==> config.mk <==
export PLATFORM = sky130hd
export DESIGN_NAME = solver_job_dispatcher
export DESIGN_NICKNAME = d
export VERILOG_FILES = /design/src/rtl/solver_job_dispatcher.sv
export SDC_FILE = /design/constraint.sdc
export NUM_CORES = 1
export LEC_CHECK = 0
export BUFFER_PORTS_ARGS = -buffer_cell sky130_fd_sc_hd__buf_2
export CAP_MARGIN = 20
export CORE_ASPECT_RATIO = 0.8
export CORE_MARGIN = 1
export CORE_UTILIZATION = 45
export CTS_BUF_LIST = sky130_fd_sc_hd__clkbuf_8
export CTS_CLUSTER_SIZE = 10
export DETAILED_ROUTE_END_ITERATION = 8
export HOLD_SLACK_MARGIN = 0.1
export MAX_ROUTING_LAYER = met4
export PLACE_DENSITY = 0.7
export SETUP_SLACK_MARGIN = 0.1
export SYNTH_ARGS = -nofsm -noshare
export SYNTH_HDL_FRONTEND = slang
export SYNTH_SLANG_ARGS = --single-unit
==> constraint.sdc <==
create_clock -name clk -period 2.6 [get_ports clk]
set_input_delay 0.26 -clock clk [delete_from_list [all_inputs] [get_ports clk]]
set_output_delay 0.26 -clock clk [all_outputs]
set_load 0.05 [all_outputs]
==> src/rtl/solver_job_dispatcher.sv <==
`default_nettype none
// ============================================================================
// Module   : solver_job_dispatcher
// Brief    : Queues operand jobs, runs them one at a time on expression_solver,
//            and returns tagged results with a watchdog abort path.
// Revision : 1.0  initial release
// ============================================================================
module solver_job_dispatcher #(
    parameter int DEPTH   = 4,
    parameter int TIMEOUT = 64
) (
    input  logic        clk,
    input  logic        rst,
    input  logic        job_valid,
    output logic        job_ready,
    input  logic [7:0]  job_x,
    input  logic [15:0] job_a,
    input  logic [15:0] job_b,
    input  logic [15:0] job_c,
    output logic        sol_rst,
    output logic        sol_start,
    output logic [7:0]  sol_x,
    output logic [15:0] sol_a,
    output logic [15:0] sol_b,
    output logic [15:0] sol_c,
    input  logic [15:0] sol_result,
    input  logic        sol_zero,
    input  logic        sol_overflow,
    input  logic        sol_completed,
    output logic        res_valid,
    input  logic        res_ready,
    output logic [15:0] res_data,
    output logic        res_zero,
    output logic        res_overflow,
    output logic        res_timeout,
    output logic [7:0]  res_tag
);

    localparam int c_aw = (DEPTH > 1) ? $clog2(DEPTH) : 1;
    localparam int c_cw = c_aw + 1;
    localparam int c_tw = $clog2(TIMEOUT + 1);
    localparam int c_jw = 8 + 3 * 16;

    localparam logic [1:0] c_idle  = 2'd0;
    localparam logic [1:0] c_run   = 2'd1;
    localparam logic [1:0] c_flush = 2'd2;
    localparam logic [1:0] c_hold  = 2'd3;

    // The timer is cleared on the pop edge, so the (TIMEOUT-1)th RUN edge sees TIMEOUT-2.
    localparam logic [c_tw-1:0] c_abort_at = c_tw'(TIMEOUT - 2);
    localparam logic [c_cw-1:0] c_full     = c_cw'(DEPTH);

    logic [c_jw-1:0] r_mem [DEPTH];
    logic [c_aw-1:0] r_wr_ptr;
    logic [c_aw-1:0] r_rd_ptr;
    logic [c_cw-1:0] r_count;

    logic [1:0]      r_state;
    logic [c_tw-1:0] r_timer;
    logic            r_flush_cnt;
    logic [7:0]      r_tag_cnt;

    logic            r_sol_start;
    logic [7:0]      r_sol_x;
    logic [15:0]     r_sol_a;
    logic [15:0]     r_sol_b;
    logic [15:0]     r_sol_c;
    logic            r_res_valid;
    logic [15:0]     r_res_data;
    logic            r_res_zero;
    logic            r_res_overflow;
    logic            r_res_timeout;
    logic [7:0]      r_res_tag;

    logic            w_push;
    logic            w_pop;
    logic [c_jw-1:0] w_head;
    logic            w_flush_active;

    assign job_ready      = (r_count != c_full);
    assign w_push         = job_valid & job_ready;
    assign w_pop          = (r_state == c_idle) && (r_count != '0);
    assign w_head         = r_mem[r_rd_ptr];
    assign w_flush_active = (r_state == c_flush);
    assign sol_rst        = ~rst | w_flush_active;

    assign sol_start    = r_sol_start;
    assign sol_x        = r_sol_x;
    assign sol_a        = r_sol_a;
    assign sol_b        = r_sol_b;
    assign sol_c        = r_sol_c;
    assign res_valid    = r_res_valid;
    assign res_data     = r_res_data;
    assign res_zero     = r_res_zero;
    assign res_overflow = r_res_overflow;
    assign res_timeout  = r_res_timeout;
    assign res_tag      = r_res_tag;

    always_ff @(posedge clk) begin
        if (w_push) begin
            r_mem[r_wr_ptr] <= {job_x, job_a, job_b, job_c};
        end
    end

    always_ff @(posedge clk) begin
        if (!rst) begin
            r_wr_ptr <= '0;
            r_rd_ptr <= '0;
            r_count  <= '0;
        end else begin
            if (w_push) r_wr_ptr <= r_wr_ptr + 1'b1;
            if (w_pop)  r_rd_ptr <= r_rd_ptr + 1'b1;
            case ({w_push, w_pop})
                2'b10:   r_count <= r_count + 1'b1;
                2'b01:   r_count <= r_count - 1'b1;
                default: r_count <= r_count;
            endcase
        end
    end

    always_ff @(posedge clk) begin
        if (!rst) begin
            r_state        <= c_idle;
            r_timer        <= '0;
            r_flush_cnt    <= 1'b0;
            r_tag_cnt      <= '0;
            r_sol_start    <= 1'b0;
            r_sol_x        <= '0;
            r_sol_a        <= '0;
            r_sol_b        <= '0;
            r_sol_c        <= '0;
            r_res_valid    <= 1'b0;
            r_res_data     <= '0;
            r_res_zero     <= 1'b0;
            r_res_overflow <= 1'b0;
            r_res_timeout  <= 1'b0;
            r_res_tag      <= '0;
        end else begin
            case (r_state)
                c_idle: begin
                    r_sol_start <= 1'b0;
                    if (w_pop) begin
                        {r_sol_x, r_sol_a, r_sol_b, r_sol_c} <= w_head;
                        r_res_tag   <= r_tag_cnt;
                        r_tag_cnt   <= r_tag_cnt + 1'b1;
                        r_timer     <= '0;
                        r_sol_start <= 1'b1;
                        r_state     <= c_run;
                    end
                end
                c_run: begin
                    r_timer <= r_timer + 1'b1;
                    if (sol_completed) begin
                        r_res_data     <= sol_result;
                        r_res_zero     <= sol_zero;
                        r_res_overflow <= sol_overflow;
                        r_res_timeout  <= 1'b0;
                        r_res_valid    <= 1'b1;
                        r_sol_start    <= 1'b0;
                        r_state        <= c_hold;
                    end else if (r_timer == c_abort_at) begin
                        r_res_data     <= '0;
                        r_res_zero     <= 1'b0;
                        r_res_overflow <= 1'b0;
                        r_res_timeout  <= 1'b1;
                        r_sol_start    <= 1'b0;
                        r_flush_cnt    <= 1'b0;
                        r_state        <= c_flush;
                    end
                end
                c_flush: begin
                    // Two cycles of solver reset, then report the aborted job.
                    if (r_flush_cnt) begin
                        r_res_valid <= 1'b1;
                        r_state     <= c_hold;
                    end else begin
                        r_flush_cnt <= 1'b1;
                    end
                end
                c_hold: begin
                    if (res_ready) begin
                        r_res_valid <= 1'b0;
                        r_state     <= c_idle;
                    end
                end
                default: r_state <= c_idle;
            endcase
        end
    end

endmodule
`default_nettype wire

==> results.cfg, run 1 <==
[floorplanning]
fp-row-count = 53
die_area_mm2 = 0.0280
die_h_um = 150
dieWidth_um = 187
start_util = 0.463
core_area_mm2 = 0.0265
pin_count = 166

[layout]
mostFrequentLayoutCell = edfxtp_1
final_net_count = 1138
area_growth_syn_to_layout_pct = 24.3
drive_gt1_frac = 0.292
final_cell_mix = edfxtp_1 (224), buf_2 (165), nand2_1 (141), dfxtp_1 (105), dlygate4sd3_1 (77)

[flow_run]
maxCapViolCount = 0

[clock_network]
root_buffer = clkbuf_8
cts.sinks = 334
cts_tree = built
cts_buffers = 50
clkTransAtPathRegs_ps = 60
htreeDepth = 2
clockBufferDepth = 3
post_cts_buffers = 0
clkLatencyLatePin_ps = 580

[route]
route.detailed.drc = 0
dr.pass1.iters = 5
vias = 7341
vias_per_cell = 5.08
final_antenna_net_count = 0
wirelength_mm = 25.5
wl_per_cell_um = 17.6
drt_iter0_drc = 385

[power_and_ir_drop]
ir_worst_vdd_mv = 0.907
finalPower_w = 0.0167
p_per_area_mw_per_mm2 = 1090
p_leak_nw = 5.60

[global_route]
track_usage = 0.188
grt_first_pass_wirelength_mm = 39.4
antenna_found_initial = 2
grt_pass1_vias = 7380
grt_overflow = 0
grt_max_degree = 84

[synth]
ys_warn_count = 0
synth_cell_types = 43
synth_ff_type = edfxtp_1
yosysTopAreaCellShare = 0.547
yosysSeqAreaShare = 0.726
syn_inst = 783
ys_async_sr_fraction = 0
syn_nets = 876
synth_area_per_cell_um2 = 15.7
synth_area_mm2 = 0.0123
synth-seq-cells = 334
synth_area_leaders = edfxtp_1 (55%), dfxtp_1 (18%), mux4_2 (10%)
synth_area_leader_cell = edfxtp_1
synth_edf_count = 224

[sta]
period_share = 0.919
tightest_slew_ps = 1020
tns_ps = 0
max_freq_mhz = 418
fin_crit_ps = 2390
slew_viol_final = 0
relSlewSlack = 0.323
hold_violations = 0
grt_setup_unrepaired = false
final.setup_skew_ps = 24.1
setup_viol = 0

[critical_path]
crit_type = reg2reg
critPathCaptureType = flip-flop
critPathRequiredTime_ps = 3090
crit_arrival_ps = 2880
start_kind = flip-flop
cp_max_fo = 6

[placed_design]
gp_congestion = 0.796
hpwlAfterDp_mm = 14.1
portBuffers = 165

[hold_path]
min_path_type = in2reg

[status]
outcome = completed
-- synthesized netlist by cell type, types with 3 or more instances --
| library cell | n |
|---|---|
| a22o_1 | 18 |
| buf_4 | 5 |
| nor3_1 | 3 |
| nor2b_1 | 3 |
| and3_1 | 5 |
| a21oi_1 | 72 |
| clkbuf_1 | 17 |
| nand4_1 | 4 |
| xnor2_1 | 10 |
| buf_6 | 3 |
| inv_1 | 13 |
| ha_1 | 13 |
| dfxtp_1 | 110 |
| o21ai_0 | 8 |
| edfxtp_1 | 224 |
| nor4_1 | 6 |
| nor2_1 | 23 |
| xor2_1 | 6 |
| nand2_1 | 141 |
| buf_2 | 15 |
| a211oi_1 | 3 |
| mux4_2 | 56 |
-- final timing paths --
check | start | depth (start not counted) | slack (ps) | to
max | r_count[2]$_SDFFE_PN0P_ | 9 | 210 | r_count[2]$_SDFFE_PN0P_
min | res_ready | 5 | 250 | r_state[1]$_SDFFE_PN0P_
max reg2reg | r_count[2]$_SDFFE_PN0P_ | 9 | 210 | r_count[2]$_SDFFE_PN0P_
min reg2reg | sol_c[1]$_SDFFE_PN0P_ | 2 | 450 | sol_c[1]$_SDFFE_PN0P_
-- cell families after synthesis --
| family | count (synthesis) | share of synthesized area |
|---|---|---|
| AOI/OAI and AO/OA | 109 | 0.0539 |
| muxes | 57 | 0.103 |
| adders and majority gates | 14 | 0.0149 |
| buffers and inverters | 56 | 0.0220 |
| xor gates and xnor gates | 16 | 0.0114 |
| DFF | 334 | 0.726 |
| and+or+nand+nor | 197 | 0.0682 |
-- layer usage --
layer	share of wire	vias up	routed length, um	global-route usage
li1	-	3457	-	-
met1	0.46	3596	11600	0.245
met2	0.46	244	11700	0.293
met3	0.069	44	1750	0.0485
met4	0.017	0	423	0.0545
met5	0	-	0	-
-- critical path, stage by stage (launching register included) --
cell and delay [ps]:
dfxtp_4 380, or3b_4 420, and2_4 180, inv_1 70, ha_1 190, inv_1 70, fa_1 380, xor2_1 160
or3_1 300, a21oi_1 150
-- cell type report --
cell class | count | area [um2]
diodes | 2 | 5.00
clock buffers | 59 | 812
clock inverters | 34 | 144
fillers | 2092 | 11200
inverters | 14 | 53.8
multi-input cells | 393 | 3110
flip-flops and latches | 334 | 8940
well taps | 357 | 447
repair buffers | 252 | 1770
-- timing repair --
action                                  in CTS  in global routing
endpoints found under the hold margin      249                  0
gates resized for setup                      0                  5
hold buffers                                77                  0
endpoints found under the setup margin       0                  1
-- where the power goes --
group	internal [W]	switching (W)
clock	0.00207	0.00195
combinational	0.00175	0.00380
sequential	0.00666	0.000501
-- state kept, by name (all words and copies together), names as in the netlist, 2 cells and up --
register / count
res_data: 16
sol_c: 16
r_timer: 7
sol_x: 8
res_tag: 8
r_rd_ptr: 2
r_state: 2
r_mem: 224
sol_a: 16
r_count: 3
r_tag_cnt: 8
sol_b: 16
r_wr_ptr: 2
-- metrics by stage --
step                 util  cells  worst slack, ps  instance area (um2)  hold WS, ps
global placement    0.510   1273              231                13500          439
global route        0.576   1445              103                15300          236
floorplan               -    783              165                12300          359
detailed placement  0.510   1273              154                13500          444
finish              0.576   1445              210                15300          248
CTS                 0.576   1443              135                15300          195
No activity file was read; power rests on OpenSTA's default activity.
==> run 2: changes to the inputs <==
--- a/config.mk
+++ b/config.mk
@@ -7,8 +7,7 @@
 export LEC_CHECK = 0
 export BUFFER_PORTS_ARGS = -buffer_cell sky130_fd_sc_hd__buf_2
 export CAP_MARGIN = 20
-export CORE_ASPECT_RATIO = 0.8
-export CORE_MARGIN = 1
+export CORE_ASPECT_RATIO = 0.5
 export CORE_UTILIZATION = 45
 export CTS_BUF_LIST = sky130_fd_sc_hd__clkbuf_8
 export CTS_CLUSTER_SIZE = 10
==> results.cfg, run 2 (same netlist as run 1, synthesis figures left out) <==
[sta]
tns_ps = 0
final.setup_skew_ps = 22.1
fin_crit_ps = 2340
slew_viol_final = 0
period_share = 0.899
hold_violations = 0
max_freq_mhz = 428
grt_setup_unrepaired = false
relSlewSlack = 0.405
tightest_slew_ps = 893
setup_viol = 0
setup_slack_ps = 263

[status]
outcome = completed

[floorplanning]
dieWidth_um = 236
die_h_um = 119
pin_count = 166
die_area_mm2 = 0.0280
fp-row-count = 42
core_area_mm2 = 0.0266
start_util = 0.461

[clock_network]
clkLatencyLatePin_ps = 580
htreeDepth = 2
cts_buffers = 47
root_buffer = clkbuf_8
clkTransAtPathRegs_ps = 60
clockBufferDepth = 3
cts.sinks = 334
cts_tree = built

[placed_design]
preCtsSetupSlack_ps = 219
gp_congestion = 0.732
hpwlAfterDp_mm = 13.8
portBuffers = 165
placed_cells = 1271

[power_and_ir_drop]
p_per_area_mw_per_mm2 = 1080
ir_worst_vdd_mv = 0.672
p_leak_nw = 5.57

[critical_path]
path_delay_family = simple AND/OR/NAND/NOR gates
slowest_stage = or3b_4
slowest_delay_ps = 430
cp_num_buf_inv = 2
critPathCaptureType = flip-flop
crit_type = reg2reg
path_cells = or3b_4 > and2_4 > inv_1 > ha_2 > inv_1 > fa_1 > xor2_1 > or3_1 > a21oi_1
cpMostUsedCell = inv_1
cp_max_fo = 6
critPathRequiredTime_ps = 3090
start_kind = flip-flop
crit_arrival_ps = 2830

[layout]
seqCellArea_mm2 = 0.00894
instances_no_fill = 1435
largest-register = r_mem
mostFrequentLayoutCell = edfxtp_1
final_net_count = 1138
multi_input_area_mm2 = 0.00311
drive_gt1_frac = 0.284
final_cell_mix = edfxtp_1 (224), buf_2 (165), nand2_1 (141), dfxtp_1 (106), dlygate4sd3_1 (77)
fillers = 2113
area_growth_syn_to_layout_pct = 23.6
largest_register_ff_count = 224

[route]
final_antenna_net_count = 0
route.detailed.drc = 0
dr.pass1.iters = 5
wl_per_cell_um = 17.7
wirelength_mm = 25.3
vias = 7342
drt_iter0_drc = 434
vias_per_cell = 5.12

[global_route]
grt_overflow = 0
grt_first_pass_wirelength_mm = 40.2
grt_max_degree = 84
track_usage = 0.190
grt_pass1_vias = 7563
antenna_found_initial = 2

[hold_path]
min_path_type = in2reg

[flow_run]
maxCapViolCount = 0
run 2: worst register-to-register path: stages, from the launching register on:
cell,delay [ps]
dfxtp_2,360
or3b_4,430
and2_4,180
inv_1,80
ha_2,190
inv_1,50
fa_1,370
xor2_1,170
or3_1,310
a21oi_1,130
run 2: final timing paths:
check                                from                       to  slack, ps  depth (start not counted)
setup / recovery  r_count[0]$_SDFFE_PN0P_  r_count[2]$_SDFFE_PN0P_        260                          9
hold / removal                  res_ready  r_state[0]$_SDFFE_PN0P_        240                          5
setup reg to reg  r_count[0]$_SDFFE_PN0P_  r_count[2]$_SDFFE_PN0P_        260                          9
hold reg to reg     sol_c[8]$_SDFFE_PN0P_    sol_c[8]$_SDFFE_PN0P_        450                          2
run 2: what timing repair did:
action	in CTS	in global routing
hold buffers	77	0
endpoints found under the setup margin	0	1
hold endpoints to repair	249	0
buffers inserted	0	0
resized for setup	0	3
run 2: final cells by class:
| type | instances | area share |
|---|---|---|
| multi-input combinational | 393 | 0.204 |
| antenna | 2 | 0.000329 |
| sequential | 334 | 0.588 |
| clock inverter | 36 | 0.0121 |
| inverter | 14 | 0.00346 |
| clock buffer | 49 | 0.0444 |
| tap | 352 | 0.0290 |
| timing repair buffer | 255 | 0.118 |
run 2: per-layer routing:
| layer | share of wire | wire length, um | track usage |
|---|---|---|---|
| met5 | 0 | 0 | - |
| met4 | 0.017 | 431 | 0.0605 |
| met3 | 0.048 | 1220 | 0.0382 |
| met2 | 0.49 | 12500 | 0.308 |
| met1 | 0.44 | 11200 | 0.243 |
run 2: report_power, final:
part | internal [W] | total, W | switching, W
Sequential | 0.00665 | 0.00710 | 0.000454
Clock | 0.00185 | 0.00374 | 0.00189
Combinational | 0.00175 | 0.00559 | 0.00384
run 2: per-stage QoR:
stage / hold WS, ps / util / total power (W) / instance area (um2)
floorplan: 359 / - / 0.0113 / 12300
global placement: 439 / 0.509 / 0.0126 / 13600
detailed placement: 444 / 0.509 / 0.0128 / 13600
CTS: 201 / 0.570 / 0.0166 / 15200
global route: 262 / 0.570 / 0.0173 / 15200
finish: 243 / 0.570 / 0.0164 / 15200
==> run 3: changes to the inputs <==
--- a/config.mk
+++ b/config.mk
@@ -5,16 +5,16 @@
 export SDC_FILE = /design/constraint.sdc
 export NUM_CORES = 1
 export LEC_CHECK = 0
-export BUFFER_PORTS_ARGS = -buffer_cell sky130_fd_sc_hd__buf_2
 export CAP_MARGIN = 20
 export CORE_ASPECT_RATIO = 0.5
 export CORE_UTILIZATION = 45
 export CTS_BUF_LIST = sky130_fd_sc_hd__clkbuf_8
 export CTS_CLUSTER_SIZE = 10
 export DETAILED_ROUTE_END_ITERATION = 8
+export DONT_BUFFER_PORTS = 1
 export HOLD_SLACK_MARGIN = 0.1
 export MAX_ROUTING_LAYER = met4
-export PLACE_DENSITY = 0.7
+export PLACE_DENSITY = 0.65
 export SETUP_SLACK_MARGIN = 0.1
 export SYNTH_ARGS = -nofsm -noshare
 export SYNTH_HDL_FRONTEND = slang
==> results.cfg, run 3 (same netlist as run 1, synthesis figures left out) <==
[global_route]
grt_max_degree = 84
track_usage = 0.183
grt_first_pass_wirelength_mm = 38.3
antenna_found_initial = 0
grt_overflow = 0
grt_pass1_vias = 6977

[layout]
drive_gt1_frac = 0.160
mostFrequentLayoutCell = edfxtp_1
final_cell_mix = edfxtp_1 (224), nand2_1 (141), dfxtp_1 (108), dlygate4sd3_1 (78), a21oi_1 (72)
largest_register_ff_count = 224
area_growth_syn_to_layout_pct = 17.1
final_net_count = 976
diodes = 0
seqCellArea_mm2 = 0.00893
fillers = 2160
largest-register = r_mem
multi_input_area_mm2 = 0.00310

[clock_network]
clkTransAtPathRegs_ps = 60
root_buffer = clkbuf_8
cts_tree = built
clkLatencyLatePin_ps = 590
cts_buffers = 47
htreeDepth = 2
cts.repair.resized = 0
clockBufferDepth = 3
cts.sinks = 334

[route]
final_antenna_net_count = 0
drt_iter0_drc = 329
wirelength_mm = 24.4
dr.pass1.iters = 4
route.detailed.drc = 0
vias_per_cell = 5.29
wl_per_cell_um = 19.2
vias = 6730

[sta]
setup_slack_ps = 247
tightest_slew_ps = 1060
final.setup_skew_ps = 28.0
hold_violations = 0
slew_viol_final = 0
setup_viol = 0
max_freq_mhz = 425
grt_setup_unrepaired = false
tns_ps = 0
period_share = 0.905
fin_crit_ps = 2350
relSlewSlack = 0.292

[critical_path]
rrSetupSlack_ps = 250
critPathRequiredTime_ps = 3090
critPathCaptureType = flip-flop
timing.rr.start = r_count[1]$_SDFFE_PN0P_
crit_type = reg2reg
crit_arrival_ps = 2840
cp_max_fo = 6
endpoint = r_count[2]$_SDFFE_PN0P_
r2r_end = r_count[2]$_SDFFE_PN0P_
start_kind = flip-flop
r2r_cells = 9
startpoint = r_count[1]$_SDFFE_PN0P_

[placed_design]
gp_congestion = 0.786
portBuffers = 0
preCtsSetupSlack_ps = 254
hpwlAfterDp_mm = 13.1

[hold_path]
hold_depth = 3
worstHoldStart = rst
min_path_type = in2reg

[floorplanning]
die_area_mm2 = 0.0280
dieWidth_um = 236
die_h_um = 119
fp-row-count = 42
start_util = 0.461
pin_count = 166
core_area_mm2 = 0.0266

[status]
outcome = completed

[flow_run]
maxCapViolCount = 0

[power_and_ir_drop]
ir_worst_vdd_mv = 0.893
p_per_area_mw_per_mm2 = 1120
p_leak_nw = 4.82
run 3: cell types whose count changed in the layout (fill, tap and decap cells not counted), moves of 2 or more:
cell | previous run | this run
clkbuf_8 | 49 | 51
diode_2 | 2 | 0
buf_4 | 5 | 9
inv_1 | 36 | 34
dfxtp_2 | 3 | 1
buf_12 | 8 | 6
clkinv_2 | 2 | 4
clkinvlp_4 | 0 | 2
clkinv_1 | 7 | 5
buf_2 | 165 | 0
dfxtp_1 | 106 | 108
run 3: critical path: stages (launching register included):
cell	delay (ps)
dfxtp_1	380
or3b_4	400
and2_4	180
inv_1	70
ha_1	190
inv_1	60
fa_1	370
xor2_1	170
or3_1	320
a21oi_1	140
run 3: cell type report:
class	instances	share of cell area
flip-flops and latches	334	0.621
inverters	14	0.00365
repair buffers	93	0.0673
clock buffers	51	0.0488
multi-input cells	393	0.216
clock inverters	36	0.0133
well taps	352	0.0306
run 3: worst min-delay path by stage:
| stage | end |
|---|---|
| 2_1_floorplan | r_mem[0][0]$_DFFE_PP_ |
| 3_3_place_gp | r_mem[0][9]$_DFFE_PP_ |
| 3_5_place_dp | r_mem[2][32]$_DFFE_PP_ |
| 4_1_cts | res_overflow$_SDFFE_PN0P_ |
| 5_1_grt | res_overflow$_SDFFE_PN0P_ |
| 6_report | res_overflow$_SDFFE_PN0P_ |
run 3: through the flow:
stage	std cells	utilization	instance area, um2	total power (W)	hold WS [ps]
after floorplan	783	-	12300	0.0113	359
after global placement	1108	0.477	12700	0.0123	359
after detailed placement	1108	0.477	12700	0.0124	359
after CTS	1273	0.540	14400	0.0164	106
after global routing	1273	0.540	14400	0.0170	128
final	1273	0.540	14400	0.0161	155
run 3: timing repair:
item | in CTS | in global routing
setup buffers | 0 | 0
hold endpoints to repair | 257 | 0
hold buffers | 78 | 0
run 3: power by group:
group / total (W) / leakage [nW] / internal [W] / switching, W
Clock: 0.00385 / 0.533 / 0.00192 / 0.00193
Combinational: 0.00371 / 1.33 / 0.00145 / 0.00225
Sequential: 0.00858 / 2.95 / 0.00664 / 0.00194
run 3: routing by layer:
| metal | part of all wire | GRT usage |
|---|---|---|
| met4 | 0.014 | 0.0527 |
| met2 | 0.50 | 0.301 |
| met5 | 0 | - |
| met1 | 0.44 | 0.225 |
| met3 | 0.051 | 0.0482 |
